`src/rtl/dec_sequencer.sv`:
```
// dec_sequencer: countdown controller that steps a count register through an
// external combinational decrementer (DEC). It can optionally auto-reload,
// which turns it into a periodic timer.
module dec_sequencer #(
  parameter int DATAWIDTH = 8
) (
  input  logic                 Clk,
  input  logic                 Rst,
  input  logic                 start,
  input  logic [DATAWIDTH-1:0] load_val,
  input  logic                 auto_reload,
  input  logic                 en,
  input  logic                 abort,
  output logic [DATAWIDTH-1:0] dec_a,
  input  logic [DATAWIDTH-1:0] dec_d,
  output logic [DATAWIDTH-1:0] count,
  output logic                 busy,
  output logic                 tick,
  output logic                 done
);

  typedef enum logic [1:0] {IDLE, RUN, DONE} state_t;

  state_t               state, state_nxt;
  logic [DATAWIDTH-1:0] count_nxt;
  logic [DATAWIDTH-1:0] reload_val;
  logic                 reload_en;
  logic                 capture;
  logic                 tick_nxt;

  // The decrementer always sees the live count, so dec_d is ready before each edge.
  assign dec_a = count;
  assign busy  = (state != IDLE);

  // Next-state and next-count selection; the decrement comes only from dec_d.
  always_comb begin
    state_nxt = state;
    count_nxt = count;
    tick_nxt  = 1'b0;
    capture   = 1'b0;
    case (state)
      IDLE: begin
        if (start) begin
          capture = 1'b1;
          if (load_val != '0) begin
            count_nxt = load_val;
            state_nxt = RUN;
          end else begin
            count_nxt = '0;
            state_nxt = DONE;
          end
        end
      end
      RUN: begin
        if (abort) begin
          count_nxt = '0;
          state_nxt = IDLE;
        end else if (en) begin
          count_nxt = dec_d;
          tick_nxt  = 1'b1;
          // Leaving at count==1 guarantees the count never decrements from 0.
          if (count == DATAWIDTH'(1)) state_nxt = DONE;
        end
      end
      DONE: begin
        if (abort) begin
          count_nxt = '0;
          state_nxt = IDLE;
        end else if (reload_en && (reload_val != '0)) begin
          count_nxt = reload_val;
          state_nxt = RUN;
        end else if (reload_en) begin
          // A zero reload value parks here and pulses done every cycle.
          count_nxt = '0;
          state_nxt = DONE;
        end else begin
          count_nxt = '0;
          state_nxt = IDLE;
        end
      end
      default: begin
        count_nxt = '0;
        state_nxt = IDLE;
      end
    endcase
  end

  // State, count and the registered tick/done pulses.
  always_ff @(posedge Clk or negedge Rst) begin
    if (!Rst) begin
      state <= IDLE;
      count <= '0;
      tick  <= 1'b0;
      done  <= 1'b0;
    end else begin
      state <= state_nxt;
      count <= count_nxt;
      tick  <= tick_nxt;
      done  <= (state_nxt == DONE);
    end
  end

  // Reload settings are captured only when a start is accepted.
  always_ff @(posedge Clk or negedge Rst) begin
    if (!Rst) begin
      reload_val <= '0;
      reload_en  <= 1'b0;
    end else if (capture) begin
      reload_val <= load_val;
      reload_en  <= auto_reload;
    end
  end

endmodule

```
`config.mk`:
```
export PLATFORM = sky130hd
export DESIGN_NAME = dec_sequencer
export DESIGN_NICKNAME = d
export VERILOG_FILES = /design/src/rtl/dec_sequencer.sv
export SDC_FILE = /design/constraint.sdc
export NUM_CORES = 1
export LEC_CHECK = 0
export CORE_MARGIN = 4
export CORE_UTILIZATION = 25
export CTS_CLUSTER_SIZE = 8
export DETAILED_ROUTE_END_ITERATION = 16
export SYNTH_ARGS = -nofsm -noshare
export SYNTH_HDL_FRONTEND = slang
export SYNTH_SLANG_ARGS = --single-unit
export TNS_END_PERCENT = 1
```
`constraint.sdc`:
```
create_clock -name Clk -period 1.45 [get_ports Clk]
set_clock_uncertainty 0.1 [all_clocks]
set_input_delay 0.29 -clock Clk [delete_from_list [all_inputs] [get_ports Clk]]
set_output_delay 0.29 -clock Clk [all_outputs]
set_load 0.02 [all_outputs]
```
==> impl_metrics.json <==
{
  "synth-edff-count": 0,
  "p_per_area_nw_per_um2": 1349,
  "core_um2": 4086,
  "fin_ws_ns": -0.04580,
  "post-synth-top-area-fraction_pct": 48.44,
  "clock_latency_ns": 0.27,
  "endpoint_kind": "flip-flop",
  "area_growth_pct": 53.63,
  "drive_gt1_share_pct": 35.21,
  "drv_cap": 0,
  "start_util_pct": 26.55,
  "clk_pin_slew_ns": 0.09,
  "htreeDepth": 1,
  "drt_iter0_drc": 146,
  "violations": "setup timing",
  "nFillCells": 404,
  "antenna_found_initial": 0,
  "status": "finished with violations",
  "ant_nets": 0,
  "grt_usage_pct": 12.49,
  "cts.sinks": 21,
  "cts-root-buf": "clkbuf_8",
  "cts_buffers": 3,
  "worstSetupStartpointType": "flip-flop",
  "dp_slack_ns": -0.4084,
  "synth_top_area_cell": "dfrtp_1",
  "cts_buffer_depth": 2,
  "vias_per_cell": 5.104,
  "wirelength_mm": 3.197,
  "avgSynthCellArea_um2": 12.76,
  "synth_warnings": 0,
  "syn_inst": 85,
  "antenna_cells": 0,
  "syn_area_um2": 1085,
  "synth.most_common_cell": "dfrtp_1",
  "fp.dieArea_um2": 5457,
  "startpoint": "state[1]",
  "grt_max_degree": 22,
  "synth_common_cells": "dfrtp_1, mux2_4, a222oi_1, buf_4, o2bb2ai_1",
  "hpwl_mm": 2.411,
  "place_area_um2": 1640,
  "fmax_mhz": 668.5,
  "drt_pass1_iterations": 7,
  "synthDistinctLibCells": 26,
  "stdcell_area_um2": 1667,
  "fp-row-count": 23,
  "grt_pass1_wl_mm": 5.237,
  "fin_crit_sh_pct": 103.2,
  "hp-class": "input pin to async pin",
  "post_cts_buffers": 0,
  "setup.worst_path.class": "flip-flop to flip-flop",
  "cts_tree": "done",
  "layout.nets": 165,
  "finalHoldViolCount": 0,
  "io_buffers": 40,
  "peakVddDrop_uv": 571.7,
  "leakage_uw": 0.0007650,
  "worst_ep_required_time_ns": 1.50,
  "rsz0062_at_grt": "true",
  "synth_area_leaders": "dfrtp_1, mux2_4, a222oi_1",
  "chipHeight_um": 73.87,
  "grt_pass1_vias": 1057,
  "ys_seq_area_share_pct": 48.44,
  "finalCriticalPeriod_ns": 1.496,
  "routabilityCongestion": 0.8014,
  "syn_nets": 107,
  "worst_pin_slew_ns": 0.4125,
  "grt-ovfl-total": 0,
  "slew_viol_final": 0,
  "cp.arrival_ns": 1.55,
  "wire_per_inst_um": 16.65,
  "r2r-start": "state[1]",
  "routed-via-count": 980,
  "cp_max_fo": 10,
  "setup_viol": 13,
  "die_w_um": 73.87,
  "slew_headroom_pct": 72.50,
  "async_flop_share_pct": 100.0,
  "drcViolationCount": 0,
  "ys_ff_latch": 21,
  "synthFlopType": "dfrtp_1",
  "io_pins": 41
}
-- repair_timing --
action	4_1_cts	5_1_grt
pin swaps	2	3
hold buffers	0	0
resized for setup	41	7
setup endpoints to repair	39	34
-- placed cells by master, fill, tap and decap left out, types with 2 or more instances in the layout --
master	instances
nor2_1	4
dlygate4sd2_1	13
a222oi_1	8
nand4_1	2
clkdlybuf4s50_1	19
dfrtp_1	21
o311ai_1	2
nor4_1	3
o2bb2ai_1	8
buf_4	23
clkbuf_2	3
clkbuf_8	3
buf_2	4
mux2_4	9
-- report_power, final --
| group | internal, µW | switching [µW] |
|---|---|---|
| combinational | 480 | 477 |
| sequential | 734 | 148 |
| clock | 194 | 215 |
| total | 1410 | 839 |
-- critical path, cell delays in order, from the launching register on --
cell	delay (ns)
dfrtp_1	0.42
or3b_1	0.40
buf_6	0.17
mux2_4	0.30
-- registers in the layout, summed over array words and instances (netlist names) --
signal and cells:
count 8, done 1, reload_en 1, reload_val 8, state 2, tick 1
-- path summary, 6_finish.rpt --
check / endpoint / slack [ns] / cells past startpoint
min in group Clk: reload_en / 0.42 / 1
setup / recovery: reload_val[6] / -0.05 / 3
hold / removal: count[7] / 0.26 / 2
max in group asynchronous: reload_val[6] / 0.77 / 2
setup reg to reg: reload_val[6] / -0.05 / 3
hold reg to reg: reload_en / 0.42 / 1
-- cells by family after synthesis --
group / synth area share (%)
muxes: 12.46
buffers and inverters: 8.419
and+or+nand+nor: 12.34
AOI/OAI and AO/OA: 18.34
DFF: 48.44
-- area by class of cell --
cell class                 count  area (µm²)  area share, %
timing repair buffer          64       533.0          31.98
multi-input combinational     52       493.0          29.58
clock inverter                 1       7.507         0.4505
inverter                       1       3.754         0.2252
tap                           50       62.56          3.754
sequential                    21       525.5          31.53
clock buffer                   3       41.29          2.477
-- stage by stage --
step | hold WS [ns] | cells | TNS [ns] | power, µW | util, %
floorplan | -0.1056 | 85 | -0.4266 | 1471 | -
global placement | 0.4022 | 188 | -6.678 | 1937 | 40.14
detailed placement | 0.3959 | 188 | -7.154 | 1952 | 40.14
CTS | 0.2703 | 192 | -0.6665 | 2266 | 40.85
global route | 0.2835 | 192 | -1.406 | 2375 | 40.78
finish | 0.2630 | 192 | -0.4571 | 2248 | 40.78
-- routing by layer --
metal | part of all wire [%] | wire, µm | GRT usage (%) | vias up
met5 | 0 | 0 | 0 | -
met4 | 1.3 | 40 | 4.225 | 0
met3 | 8.5 | 271 | 3.146 | 4
met2 | 46 | 1484 | 19.98 | 45
met1 | 44 | 1399 | 16.32 | 483
li1 | - | - | - | 448
Power figures use the tool's default switching activity.
